`config.mk`:
```
export PLATFORM = sky130hd
export DESIGN_NAME = conversor_bcd_flat
export DESIGN_NICKNAME = d
export VERILOG_FILES = /design/src/rtl/conversor_bcd_if.sv /design/src/rtl/conversor_bcd.sv /design/src/flat_wrapper.sv
export SDC_FILE = /design/constraint.sdc
export NUM_CORES = 1
export LEC_CHECK = 0
export ABC_AREA = 0
export CAP_MARGIN = 20
export CORE_UTILIZATION = 50
export CTS_BUF_LIST = sky130_fd_sc_hd__clkbuf_8
export CTS_CLUSTER_SIZE = 8
export DETAILED_ROUTE_END_ITERATION = 12
export GPL_ROUTABILITY_DRIVEN = 0
export HOLD_SLACK_MARGIN = 0.12
export MAX_ROUTING_LAYER = met4
export PLACE_DENSITY = 0.85
export SYNTH_ARGS = -nofsm -noshare
export SYNTH_HDL_FRONTEND = slang
export SYNTH_SLANG_ARGS = --single-unit
```
`constraint.sdc`:
```
create_clock -name clock -period 2.2 [get_ports clock]
set_clock_uncertainty 0.1 [all_clocks]
set_input_delay 0.44 -clock clock [delete_from_list [all_inputs] [get_ports clock]]
set_output_delay 0.44 -clock clock [all_outputs]
set_load 0.03 [all_outputs]
```
`src/rtl/conversor_bcd_if.sv`:
```
// Handshake/data bundle for conversor_bcd.
//   valor     : value to convert (driven by master)
//   iniciar   : start request (driven by master)
//   segmentos : packed BCD result, units in [3:0]
//   neg       : sign of the last converted value
//   estouro   : overflow flag (result does not fit in DIGITOS digits)
//   ocupado   : conversion in progress
//   pronto    : one-cycle pulse when new results are available
interface conversor_bcd_if;
  logic [31:0] valor;
  logic        iniciar;
  logic [31:0] segmentos;
  logic        neg;
  logic        estouro;
  logic        ocupado;
  logic        pronto;

  modport master (output valor, iniciar,
                  input  segmentos, neg, estouro, ocupado, pronto);
  modport slave  (input  valor, iniciar,
                  output segmentos, neg, estouro, ocupado, pronto);
endinterface

```
`src/rtl/conversor_bcd.sv`:
```
// Binary to BCD converter using sequential double dabble (shift-add-3).
// A start sampled while idle captures the magnitude/sign; 32 edges later
// the result is registered and pronto pulses for one cycle.
// Ports:
//   clock : rising-edge clock
//   reset : synchronous, active-high
//   bus   : conversor_bcd_if.slave (valor, iniciar, segmentos, neg,
//           estouro, ocupado, pronto)
// Parameter DIGITOS (1..8): digits presented on segmentos; higher nibbles 0.
// Optional macro CONVERSOR_SINAL_EN: treat valor as two's complement and
// convert its magnitude; otherwise valor is unsigned and neg is tied to 0.
module conversor_bcd #(
  parameter int DIGITOS = 6
) (
  input logic            clock,
  input logic            reset,
  conversor_bcd_if.slave bus
);

  typedef enum logic {OCIOSO, CONVERTE} estado_t;

  estado_t     estado, estado_prox;
  logic [5:0]  cont;
  logic [31:0] mag;
  logic [39:0] bcd;          // 10 digits: enough for any 32-bit magnitude
  logic [39:0] bcd_adj;
  logic [71:0] desloc;
  logic [39:0] bcd_prox;
  logic [31:0] mag_prox;
  logic        fim;
  logic        ovf;
  logic [31:0] seg_prox;
  logic [31:0] mag_in;
  logic [31:0] seg_r;
  logic        est_r, ocup_r, pronto_r;

`ifdef CONVERSOR_SINAL_EN
  logic sinal, sinal_in, neg_r;
  assign sinal_in = bus.valor[31];
  // -32'h80000000 wraps to itself, which read as unsigned is 2^31.
  assign mag_in   = sinal_in ? -bus.valor : bus.valor;
  assign bus.neg  = neg_r;
`else
  assign mag_in   = bus.valor;
  assign bus.neg  = 1'b0;
`endif

  assign fim = (estado == CONVERTE) && (cont == 6'd31);

  // One double-dabble step: correct digits >= 5, then shift the whole
  // {bcd, mag} pair left so the magnitude MSB enters the units digit.
  always_comb begin
    bcd_adj = bcd;
    for (int i = 0; i < 10; i++)
      if (bcd[4*i +: 4] >= 4'd5) bcd_adj[4*i +: 4] = bcd[4*i +: 4] + 4'd3;
    desloc   = {bcd_adj, mag} << 1;
    bcd_prox = desloc[71:32];
    mag_prox = desloc[31:0];
  end

  // Result formatting from the final step's value.
  always_comb begin
    ovf = 1'b0;
    for (int i = 0; i < 10; i++)
      if (i >= DIGITOS && bcd_prox[4*i +: 4] != 4'd0) ovf = 1'b1;
    seg_prox = '0;
    for (int i = 0; i < 8; i++)
      if (i < DIGITOS) seg_prox[4*i +: 4] = ovf ? 4'hF : bcd_prox[4*i +: 4];
  end

  always_ff @(posedge clock) begin
    if (reset) estado <= OCIOSO;
    else       estado <= estado_prox;
  end

  always_comb begin
    estado_prox = estado;
    case (estado)
      OCIOSO:   if (bus.iniciar) estado_prox = CONVERTE;
      CONVERTE: if (fim)         estado_prox = OCIOSO;
      default:                   estado_prox = OCIOSO;
    endcase
  end

  always_ff @(posedge clock) begin
    if (reset) begin
      cont     <= '0;
      mag      <= '0;
      bcd      <= '0;
      seg_r    <= '0;
      est_r    <= 1'b0;
      ocup_r   <= 1'b0;
      pronto_r <= 1'b0;
`ifdef CONVERSOR_SINAL_EN
      sinal    <= 1'b0;
      neg_r    <= 1'b0;
`endif
    end else begin
      pronto_r <= 1'b0;
      if (estado == OCIOSO) begin
        if (bus.iniciar) begin
          mag    <= mag_in;
          bcd    <= '0;
          cont   <= '0;
          ocup_r <= 1'b1;
`ifdef CONVERSOR_SINAL_EN
          sinal  <= sinal_in;
`endif
        end
      end else begin
        bcd  <= bcd_prox;
        mag  <= mag_prox;
        cont <= cont + 6'd1;
        if (fim) begin
          cont     <= '0;
          seg_r    <= seg_prox;
          est_r    <= ovf;
          pronto_r <= 1'b1;
          ocup_r   <= 1'b0;
`ifdef CONVERSOR_SINAL_EN
          // Only a zero magnitude can yield an all-zero BCD value.
          neg_r    <= sinal && (bcd_prox != '0);
`endif
        end
      end
    end
  end

  assign bus.segmentos = seg_r;
  assign bus.estouro   = est_r;
  assign bus.ocupado   = ocup_r;
  assign bus.pronto    = pronto_r;

endmodule

```
`src/flat_wrapper.sv`:
```
// flat-port wrapper written by rule: the top's interface ports become plain ports
module conversor_bcd_flat 
#(
  parameter int DIGITOS = 6
)
  (clock, reset, bus_valor, bus_iniciar, bus_segmentos, bus_neg, bus_estouro, bus_ocupado, bus_pronto);
  conversor_bcd_if bus_i ();
  input logic clock;
  input logic reset;
  input wire logic [$bits(bus_i.valor)-1:0] bus_valor;
  input wire logic [$bits(bus_i.iniciar)-1:0] bus_iniciar;
  output wire logic [$bits(bus_i.segmentos)-1:0] bus_segmentos;
  output wire logic [$bits(bus_i.neg)-1:0] bus_neg;
  output wire logic [$bits(bus_i.estouro)-1:0] bus_estouro;
  output wire logic [$bits(bus_i.ocupado)-1:0] bus_ocupado;
  output wire logic [$bits(bus_i.pronto)-1:0] bus_pronto;
  assign bus_i.valor = bus_valor;
  assign bus_i.iniciar = bus_iniciar;
  assign bus_segmentos = bus_i.segmentos;
  assign bus_neg = bus_i.neg;
  assign bus_estouro = bus_i.estouro;
  assign bus_ocupado = bus_i.ocupado;
  assign bus_pronto = bus_i.pronto;
  conversor_bcd #(.DIGITOS(DIGITOS)) u_core (.clock(clock), .reset(reset), .bus(bus_i));
endmodule
```
Word level (Yosys, flattened, before mapping):

Cells that the tools add are included.

* add/sub/neg operators: 11
* equality and inequality tests: 2
* reduce and logical (&&, ||, !) cells: 10
* $lt $le $gt $ge: 10
* multiplexer cells: 34
* bitwise gates (word level): 1

Operators with widths (number)
* two-way mux 40 bit: 2
* two-way mux 32 bit: 2
* two-way mux 4 bit: 15
* greater-or-equal comparator 4 x 3 -> 1 bit, second input constant: 10
* adder 4 x 2 -> 4 bit, second input constant: 9
* two-way mux 6 bit: 3
* nonzero test 4 bit: 4
* two-way mux 1 bit: 10
* adder 6 x 1 -> 6 bit, second input constant: 1
* == test 6 x 5 -> 1 bit, second input constant: 1
* AND reduction 2 bit: 2
* OR reduction 2 bit: 2
* adder 3 x 2 -> 3 bit, second input constant: 1
* two-way mux 3 bit: 1
* != test 2 bit, second input constant: 1
* one-hot mux 1 bit (2 select lines): 1
* nonzero test 2 bit: 1
* logical AND 1 bit: 1
* NOT 1 bit: 1

* flip-flop bits (word level): 106
* output and inout port bits: 36

Longest topological paths before layout:

Gate-level depths: netlist of run 1.

* word-level depth: 8
* gate-level depth with buffers: 8
* gate-level depth less buffers: 7

Least setup slack after synthesis of run 1:

Ideal clock, no wire load.

* kind: flip-flop to flip-flop
* start point: reg u_core.bcd[29]
* end point: reg u_core.seg_r[13], in the netlist u_core.bus.segmentos[13]
* data arrival time: 1.898 ns
* setup time: 0.125 ns
* path slack: 0.077 ns
* data required time: 1.975 ns
* stages on the path, launching flop included: 9
* cell sequence: dfxtp_1 > inv_1 > ha_1 > nand2b_2 > a2111oi_2 > a31oi_1 > nor4_4 > buf_6 > a31oi_1

* word-level cells in the longest chain between the ends: 7
* elaborated cells between the ends (all ways): 9

RTL lines
* start: declaration: line conversor_bcd.sv:25 `logic [39:0] bcd;`
* start signal: assignment: line conversor_bcd.sv:111 `bcd <= bcd_prox;`
* adder 4 x 2 -> 4 bit or greater-or-equal comparator 4 x 3 -> 1 bit (tied branches): line conversor_bcd.sv:55 `if (bcd[4*i +: 4] >= 4'd5) bcd_adj[4*i +: 4] = bcd[4*i +: 4] + 4'd3;`
* two-way mux 4 bit *: line conversor_bcd.sv:55
* nonzero test 4 bit: line conversor_bcd.sv:65 `if (i >= DIGITOS && bcd_prox[4*i +: 4] != 4'd0) ovf = 1'b1;`
* two-way mux 1 bit: line conversor_bcd.sv:65
* two-way mux 1 bit * (2 in series): line conversor_bcd.sv:65
* two-way mux 4 bit *: line conversor_bcd.sv:68 `if (i < DIGITOS) seg_prox[4*i +: 4] = ovf ? 4'hF : bcd_prox[4*i +: 4];`
* end signal: assignment: line conversor_bcd.sv:116 `seg_r <= seg_prox;`
* end: declaration: line conversor_bcd.sv:34 `logic [31:0] seg_r;`

Mark *: on every way between the ends. The rest lies on a longest branch, timed or not.
A chain may end at the register's enable or synchronous reset.

Worst setup path in the final report of run 1:

* start point: reg u_core.bcd[28]
* end point: reg u_core.est_r, in the netlist u_core.bus.estouro

* word-level cells in the longest chain between the ends: 6
* elaborated cells between the ends (all ways): 8

RTL lines
* adder 4 x 2 -> 4 bit or greater-or-equal comparator 4 x 3 -> 1 bit (tied branches): line conversor_bcd.sv:55
* two-way mux 4 bit *: line conversor_bcd.sv:55
* nonzero test 4 bit: line conversor_bcd.sv:65
* two-way mux 1 bit: line conversor_bcd.sv:65
* two-way mux 1 bit * (2 in series): line conversor_bcd.sv:65
* end signal: assignment: line conversor_bcd.sv:117 `est_r <= ovf;`
* end: declaration: line conversor_bcd.sv:35 `logic est_r, ocup_r, pronto_r;`

Marks and branches as above.

==> flow_summary_export.csv, run 1 <==
group,metric,value,unit
synth,synth_area,0.00545,mm²
timing,worst_slew_margin_rel,62.7,%
timing,hold_violations,0,
clocking,cts_buffers,9,
run,maxCapViolCount,0,
timing,finalCritPeriodShare,97.0,%
timing,slew_viol_final,0,
placed_design,portBuffers,61,
synth,yosys_warnings,0,
layout,layout_common_cells,"dfxtp_1, nor2_1, a21oi_1, clkdlybuf4s50_1, mux2i_1",
timing,worst_hold_slack,0.385,ns
layout,antennaDiodeCount,0,
status,status,"finished, final reports clean",
critical_path,path_max_fanout,13,
timing,worstMarginPinSlew,0.558,ns
clocking,h-tree-depth,3,
critical_path,crit_chain,"inv_1 > ha_4 > nand2b_2 > or3b_2 > nand4_1 > nor4_4 > buf_4 > buf_12 > a211oi_2",
critical_path,cpPeakStageDelay,0.47,ns
layout,fin_nets,746,
critical_path,arrival,2.34,ns
detailed_routing,viasPerCell,5.67,
clocking,cts.reportedPaths.clkPinSlew,0.11,ns
synth,postSynthCellCount,648,
layout,final_common_cell,"dfxtp_1",
global_routing,first_global_vias,4436,
critical_path,crit_slowest_cell,"or3b_2",
die,initial_core_util,52.1,%
synth,yosysSeqAreaShare,39.0,%
synth,synth_simple_gate_area_share,19.3,%
die,ioPinCount,71,
detailed_routing,drt-total-wl,11800,µm
clocking,clk_latency,0.37,ns
pwr,max-vdd-ir-drop,0.413,mV
die,row_count,37,
die,die_h,106,µm
synth,synth-adder-area-share,4.82,%
detailed_routing,wire_per_inst,14.2,µm
global_routing,grt_pass1_wl,19100,µm
die,die-width,106,µm
detailed_routing,drt_iter0_drc,245,
critical_path,startpoint_type,"flop",
hold_path,hp-class,"reg -> reg",
detailed_routing,first_pass_iters,5,
layout,drive_above_1_share,11.4,%
synth,synth_xor_xnor_area_share,1.61,%
clocking,ctsHoldBuffers,0,
clocking,cts_sinks,106,
timing,layout_min_cycle_time,2.14,ns
synth,synth-seq-cells,106,
layout,syn2layout_area_growth,18.4,%
pwr,power.density,544,mW/mm²
clocking,cts_buffer_depth,2,
die,die-area,0.0113,mm²
detailed_routing,drcViolationCount,0,
pwr,power_leakage,2.50,nW
global_routing,grt_max_degree,107,
critical_path,required,2.40,ns
timing,finalSetupViolations,0,
global_routing,grt_usage,21.0,%
global_routing,antenna_found_initial,0,
critical_path,crit_type,"reg -> reg",
clocking,cts_root_buffer,"clkbuf_8",
clocking,cts_tree,"built",
placed_design,dp_hpwl,7620,µm
detailed_routing,ant_nets,0,
synth,synth_cell_types,42,
critical_path,critPathTopFamily,"simple AND/OR/NAND/NOR gates",
detailed_routing,via_count,4709,
synth,synth_compound_area_share,21.3,%
timing,timing.fmax,468,MHz
critical_path,worstPathBufferInverterCount,3,
global_routing,grt_overflow,0,
synth,syn_area_per_cell,8.41,µm²
timing,fin_setup_tns,0,ns
critical_path,r2r_setup_slack,0.06,ns
die,core,0.0105,mm²
synth,synth_mux_area_share,7.67,%
critical_path,crit_path_end_kind,"flop",
synth,synth_top_family_by_area,"compound AO/OA/AOI/OAI gates",
-- where the power goes --
part	total (mW)	leakage [nW]	internal [mW]	switching (mW)
Clock	1.18	0.102	0.490	0.690
Combinational	0.342	1.54	0.150	0.192
Sequential	1.99	0.862	1.96	0.0303
Total	3.51	2.50	2.60	0.912
-- final cells by class --
type	count	area, µm²
clock buffers	11	151
clock inverters	5	46.3
fillers	886	4020
inverters	23	86.3
multi-input cells	474	3060
flip-flops and latches	106	2140
well taps	136	170
repair buffers	76	793
-- worst paths after layout --
| check | startpoint | endpoint | cells after the start |
|---|---|---|---|
| hold reg to reg | u_core.mag[12] | u_core.mag[13] | 2 |
| hold / removal | u_core.mag[12] | u_core.mag[13] | 2 |
| setup / recovery | u_core.bcd[28] | u_core.bus.estouro | 9 |
| setup reg to reg | u_core.bcd[28] | u_core.bus.estouro | 9 |
-- per-stage QoR --
step,total power [mW],instances,area [µm²],util (%),setup WS [ns]
2_1_floorplan,2.27,656,5480,-,0.0770
3_3_place_gp,2.36,813,6150,58.8,0.0999
3_5_place_dp,2.38,813,6150,58.8,-0.00681
4_1_cts,3.54,829,6360,60.8,0.0210
5_1_grt,3.65,831,6450,61.6,-0.0105
6_report,3.51,831,6450,61.6,0.0650
-- synth_stat cells --
master,count,area share (%)
nor2b_1,7,0.80
a31oi_1,26,3.0
nand2_1,7,0.48
nor3_4,2,0.60
buf_4,9,1.2
a22oi_1,3,0.41
inv_1,22,1.5
buf_1,7,0.48
or3b_2,4,0.64
nand4_2,1,0.23
a2111oi_2,2,0.55
a211oi_1,1,0.14
ha_1,21,4.8
nor3_1,34,3.1
buf_2,5,0.46
clkbuf_2,2,0.18
o21bai_1,24,3.3
nand2b_1,10,1.1
nand3b_1,10,1.4
mux2_2,6,1.2
buf_6,2,0.41
nor4_4,1,0.39
and2_1,3,0.34
nand3_1,12,1.1
o21ai_0,31,2.8
a21oi_1,79,7.3
dfxtp_1,106,39
o21ba_2,15,2.8
conb_1,1,0.069
xnor2_1,10,1.6
a21o_1,3,0.41
or3_1,1,0.11
o211ai_1,2,0.28
nand2b_2,1,0.16
clkbuf_1,28,1.9
nor2_1,95,6.5
inv_2,1,0.069
nor3b_1,12,1.7
mux2i_1,35,6.4
a22o_1,2,0.32
nand4_1,3,0.34
nor4_1,2,0.23
-- sequential cells by signal, indices dropped and copies added (netlist names) --
signal / flops
u_core.bcd: 40
u_core.mag: 32
u_core.bus.segmentos: 24
u_core.cont: 6
u_core.bus.estouro: 1
u_core.bus.ocupado: 1
u_core.bus.pronto: 1
u_core.estado: 1
-- cell families after synthesis --
kind of cell,Yosys count
compound gates,188
flops,106
buf+inv,76
other cells,1
xor+xnor,10
fa+ha+maj,21
mux,41
simple gates,205
-- tightest hold or removal path, stage by stage (launching register included) --
cell     delay, ns
dfxtp_1       0.33
a21oi_1       0.06
nor2_1        0.07
-- repair_timing --
item                       in CTS  in global routing
pin swaps                       0                  4
cloned                          0                  1
setup endpoints to repair       8                 25
setup buffers                   0                  1
resized for setup               2                 14
-- routing by layer --
layer	share of wire, %	GRT usage, %	wire length (µm)	up-vias
met3	5.3	5.21	633	16
met2	52	38.4	6100	122
met5	0	-	0	-
met4	1.1	6.65	135	0
li1	-	-	-	2339
met1	42	22.2	4970	2232
(Power assumes the default switching activity.)
==> run 2: changes to the inputs <==
--- a/config.mk
+++ b/config.mk
@@ -15,6 +15,7 @@
 export HOLD_SLACK_MARGIN = 0.12
 export MAX_ROUTING_LAYER = met4
 export PLACE_DENSITY = 0.85
+export RECOVER_POWER = 25
 export SYNTH_ARGS = -nofsm -noshare
 export SYNTH_HDL_FRONTEND = slang
 export SYNTH_SLANG_ARGS = --single-unit
==> flow_summary_export.csv, run 2 (same netlist as run 1, synthesis figures left out) <==
group,metric,value,unit
layout,largest_register_ff_count,40,
timing,hold_violations,0,
detailed_routing,via_count,4749,
status,status,"finished, final reports clean",
pwr,power_leakage,2.50,nW
clocking,cts_tree,"built",
clocking,cts_root_buffer,"clkbuf_8",
global_routing,grt_max_degree,107,
detailed_routing,drt-total-wl,11900,µm
global_routing,grt_usage,21.0,%
die,die-area,0.0113,mm²
placed_design,place_inst,813,
die,row_count,37,
critical_path,required,2.40,ns
detailed_routing,dr_wl_met3,730,µm
layout,stdcell_count,831,
clocking,h-tree-depth,3,
layout,syn2layout_area_growth,18.1,%
detailed_routing,drcViolationCount,0,
timing,worstMarginPinSlew,0.932,ns
detailed_routing,maxUsedRoutingLayer,"met4",
detailed_routing,viasPerCell,5.71,
timing,worst_slew_margin_rel,37.9,%
die,die-width,106,µm
critical_path,crit_type,"reg -> reg",
clocking,ctsHoldBuffers,0,
layout,drive_above_1_share,11.4,%
die,core,0.0105,mm²
clocking,cts_sinks,106,
layout,n_fill_cell,889,
clocking,cts_buffer_depth,2,
timing,finalSetupViolations,0,
global_routing,first_global_vias,4436,
hold_path,whs_path_depth,2,
run,maxCapViolCount,0,
timing,timing.fmax,468,MHz
clocking,cts.reportedPaths.clkPinSlew,0.11,ns
critical_path,startpoint_type,"flop",
critical_path,ff2ff_path_depth,7,
clocking,cts_buffers,9,
detailed_routing,drt_iter0_drc,287,
detailed_routing,ant_nets,0,
pwr,max-vdd-ir-drop,0.415,mV
die,die_h,106,µm
timing,fin_setup_tns,0,ns
layout,fin_nets,746,
global_routing,antenna_found_initial,0,
pwr,power.density,545,mW/mm²
layout,final_common_cell,"dfxtp_1",
placed_design,portBuffers,61,
global_routing,grt_overflow,0,
timing,layout_min_cycle_time,2.14,ns
timing,worst_hold_slack,0.386,ns
timing,finalWorstSetupSlack,0.0636,ns
critical_path,crit_path_end_kind,"flop",
layout,layout_common_cells,"dfxtp_1, nor2_1, a21oi_1, clkdlybuf4s50_1, mux2i_1",
pwr,p_total,3.50,mW
detailed_routing,wl_met1,4890,µm
global_routing,grt_pass1_wl,19100,µm
timing,slew_viol_final,0,
die,ioPinCount,71,
clocking,clk_latency,0.37,ns
detailed_routing,wl_met2,6130,µm
die,initial_core_util,52.1,%
layout,seq_area,0.00214,mm²
placed_design,dp_hpwl,7620,µm
placed_design,pre_cts_ws,-0.00681,ns
critical_path,arrival,2.34,ns
layout,regMostFlops,"u_core.bcd",
detailed_routing,first_pass_iters,5,
layout,antennaDiodeCount,0,
timing,finalCritPeriodShare,97.1,%
detailed_routing,wire_per_inst,14.3,µm
critical_path,path_max_fanout,13,
hold_path,hp-class,"reg -> reg",
layout,multiInputGateArea,0.00306,mm²
[run 2: report_power, final]
group / switching, mW / internal [mW] / total (mW)
clock: 0.687 / 0.490 / 1.18
combinational: 0.193 / 0.145 / 0.339
sequential: 0.0296 / 1.96 / 1.99
total: 0.910 / 2.59 / 3.50
[run 2: metal layers]
layer  track usage [%]  vias to the layer above
met5                 -                        -
met4              6.65                        0
met3              5.21                       16
met2              38.4                      150
met1              22.2                     2251
li1                  -                     2332
[run 2: area by class of cell]
cell class                      instances  area share [%]
Multi-Input combinational cell        474            47.6
Sequential cell                       106            33.2
Timing Repair Buffer                   76            12.1
Tap cell                              136            2.65
Clock buffer                           11            2.35
Inverter                               23            1.34
Clock inverter                          5           0.720
[run 2: what timing repair did]
| action | in CTS | in global routing |
|---|---|---|
| resized for setup | 2 | 14 |
| buffers inserted | 0 | 1 |
| gates cloned | 0 | 1 |
| pin swaps | 0 | 4 |
| endpoints found under the setup margin | 8 | 25 |
[run 2: critical path, cell delays in order, from the launching register on]
cell,delay [ns]
dfxtp_1,0.56
o21ai_0,0.21
or3b_2,0.50
nand4_1,0.17
nor4_4,0.06
buf_4,0.16
buf_12,0.15
a211oi_2,0.17
[run 2: per-stage QoR]
| stage | util [%] | cell area [µm²] |
|---|---|---|
| final | 61.5 | 6430 |
| after global routing | 61.5 | 6430 |
| after CTS | 60.8 | 6360 |
| after detailed placement | 58.8 | 6150 |
| after global placement | 58.8 | 6150 |
| after floorplan | - | 5480 |
[run 2: path summary, 6_finish.rpt]
| kind | from | endpoint | slack (ns) |
|---|---|---|---|
| max | u_core.bcd[30] | u_core.bus.estouro | 0.06 |
| min | u_core.mag[31] | u_core.bus.segmentos[0] | 0.39 |
| max reg2reg | u_core.bcd[30] | u_core.bus.estouro | 0.06 |
| min reg2reg | u_core.mag[31] | u_core.bus.segmentos[0] | 0.39 |
==> run 3: changes to the inputs <==
--- a/config.mk
+++ b/config.mk
@@ -16,6 +16,7 @@
 export MAX_ROUTING_LAYER = met4
 export PLACE_DENSITY = 0.85
 export RECOVER_POWER = 25
+export SETUP_SLACK_MARGIN = 0.1
 export SYNTH_ARGS = -nofsm -noshare
 export SYNTH_HDL_FRONTEND = slang
 export SYNTH_SLANG_ARGS = --single-unit
==> flow_summary_export.csv, run 3 (same netlist as run 1, synthesis figures left out) <==
group,metric,value,unit
status,status,"finished, final reports clean",
layout,largest_register_ff_count,40,
detailed_routing,wl_met1,5100,µm
layout,regMostFlops,"u_core.bcd",
die,ioPinCount,71,
die,row_count,37,
timing,worstMarginPinSlew,0.879,ns
detailed_routing,dr_wl_met3,689,µm
clocking,cts_sinks,106,
layout,fin_util,63.2,%
timing,timing.fmax,480,MHz
detailed_routing,ant_nets,0,
detailed_routing,first_pass_iters,7,
timing,finalWorstSetupSlack,0.118,ns
global_routing,antenna_found_initial,0,
layout,drive_above_1_share,14.2,%
die,die-width,106,µm
pwr,power_leakage,2.57,nW
placed_design,dp_hpwl,8040,µm
global_routing,grt_overflow,0,
clocking,cts_root_buffer,"clkbuf_8",
global_routing,grt_usage,22.5,%
layout,syn2layout_area_growth,21.3,%
timing,worst_hold_slack,0.368,ns
timing,worst_slew_margin_rel,41.4,%
placed_design,pre_cts_ws,-0.00203,ns
timing,hold_violations,0,
die,die_h,106,µm
layout,stdcell_count,845,
critical_path,required,2.36,ns
global_routing,grt_max_degree,89,
timing,layout_min_cycle_time,2.08,ns
critical_path,path_max_fanout,6,
detailed_routing,wl_met2,6450,µm
hold_path,hp-class,"in -> reg",
timing,finalSetupViolations,0,
clocking,clk_latency,0.37,ns
layout,antennaDiodeCount,0,
layout,fin_nets,760,
clocking,cts_tree,"built",
detailed_routing,drt-total-wl,12400,µm
timing,slew_viol_final,0,
clocking,cts.reportedPaths.clkPinSlew,0.11,ns
critical_path,arrival,2.24,ns
timing,finalCritPeriodShare,94.7,%
critical_path,startpoint_type,"flop",
die,initial_core_util,52.1,%
detailed_routing,wire_per_inst,14.7,µm
timing,rsz0062_at_grt,"yes",
layout,layout_common_cells,"dfxtp_1, nor2_1, a21oi_1, clkdlybuf4s50_1, nor3_1",
global_routing,first_global_vias,4586,
detailed_routing,via_count,4816,
die,core,0.0105,mm²
placed_design,place_inst,817,
clocking,cts_buffers,9,
pwr,max-vdd-ir-drop,0.400,mV
critical_path,crit_type,"reg -> reg",
global_routing,grt_pass1_wl,20400,µm
detailed_routing,maxUsedRoutingLayer,"met4",
pwr,power.density,557,mW/mm²
die,die-area,0.0113,mm²
run,maxCapViolCount,0,
critical_path,crit_path_end_kind,"flop",
placed_design,portBuffers,61,
clocking,h-tree-depth,3,
detailed_routing,viasPerCell,5.70,
layout,final_common_cell,"dfxtp_1",
detailed_routing,drcViolationCount,0,
clocking,cts_buffer_depth,2,
detailed_routing,drt_iter0_drc,307,
==> run 3: final timing paths <==
| path | start | endpoint | slack (ns) | depth (start not counted) |
|---|---|---|---|---|
| max reg2reg | u_core.bcd[29] | u_core.bus.segmentos[13] | 0.12 | 9 |
| max | u_core.bcd[29] | u_core.bus.segmentos[13] | 0.12 | 9 |
| min reg2reg | u_core.mag[12] | u_core.mag[13] | 0.39 | 2 |
| min | reset | u_core.bcd[11] | 0.37 | 2 |
==> run 3: through the flow <==
| stage | total power, mW | TNS [ns] | area, µm² |
|---|---|---|---|
| floorplan | 2.27 | 0 | 5480 |
| global placement | 2.37 | 0 | 6170 |
| detailed placement | 2.38 | -0.00203 | 6170 |
| CTS | 3.71 | 0 | 6520 |
| global route | 3.83 | 0 | 6610 |
| finish | 3.68 | 0 | 6610 |
==> run 3: report_power, final <==
part / leakage [nW] / switching, mW / internal (mW)
logic: 1.59 / 0.205 / 0.151
registers: 0.864 / 0.0238 / 1.96
clock network: 0.117 / 0.688 / 0.654
total: 2.57 / 0.917 / 2.76
==> run 3: critical path: stages, from the launching register on <==
cell,delay [ns]
dfxtp_2,0.35
inv_2,0.06
ha_1,0.20
nand2b_4,0.17
a2111oi_4,0.32
a31oi_2,0.09
nor4_4,0.30
buf_4,0.18
clkbuf_16,0.13
a31oi_1,0.07
==> run 3: timing repair <==
action	in CTS	in global routing
endpoints found under the setup margin	25	25
hold buffers	0	0
pin swaps	4	4
resized for setup	15	18
endpoints found under the hold margin	0	0
setup buffers	5	5
gates cloned	1	1
==> run 3: layer usage <==
layer,track usage (%),up-vias
li1,-,2365
met1,25.4,2263
met2,39.9,162
met3,3.99,26
met4,7.74,0
met5,-,-
==> run 3: cell type report <==
cell class,instances,area (µm²)
Sequential cell,106,2130
Inverter,23,86.3
Timing Repair Buffer,90,886
Tap cell,136,170
Multi-Input combinational cell,474,3110
Clock inverter,7,101
Fill cell,869,3850
Clock buffer,9,124
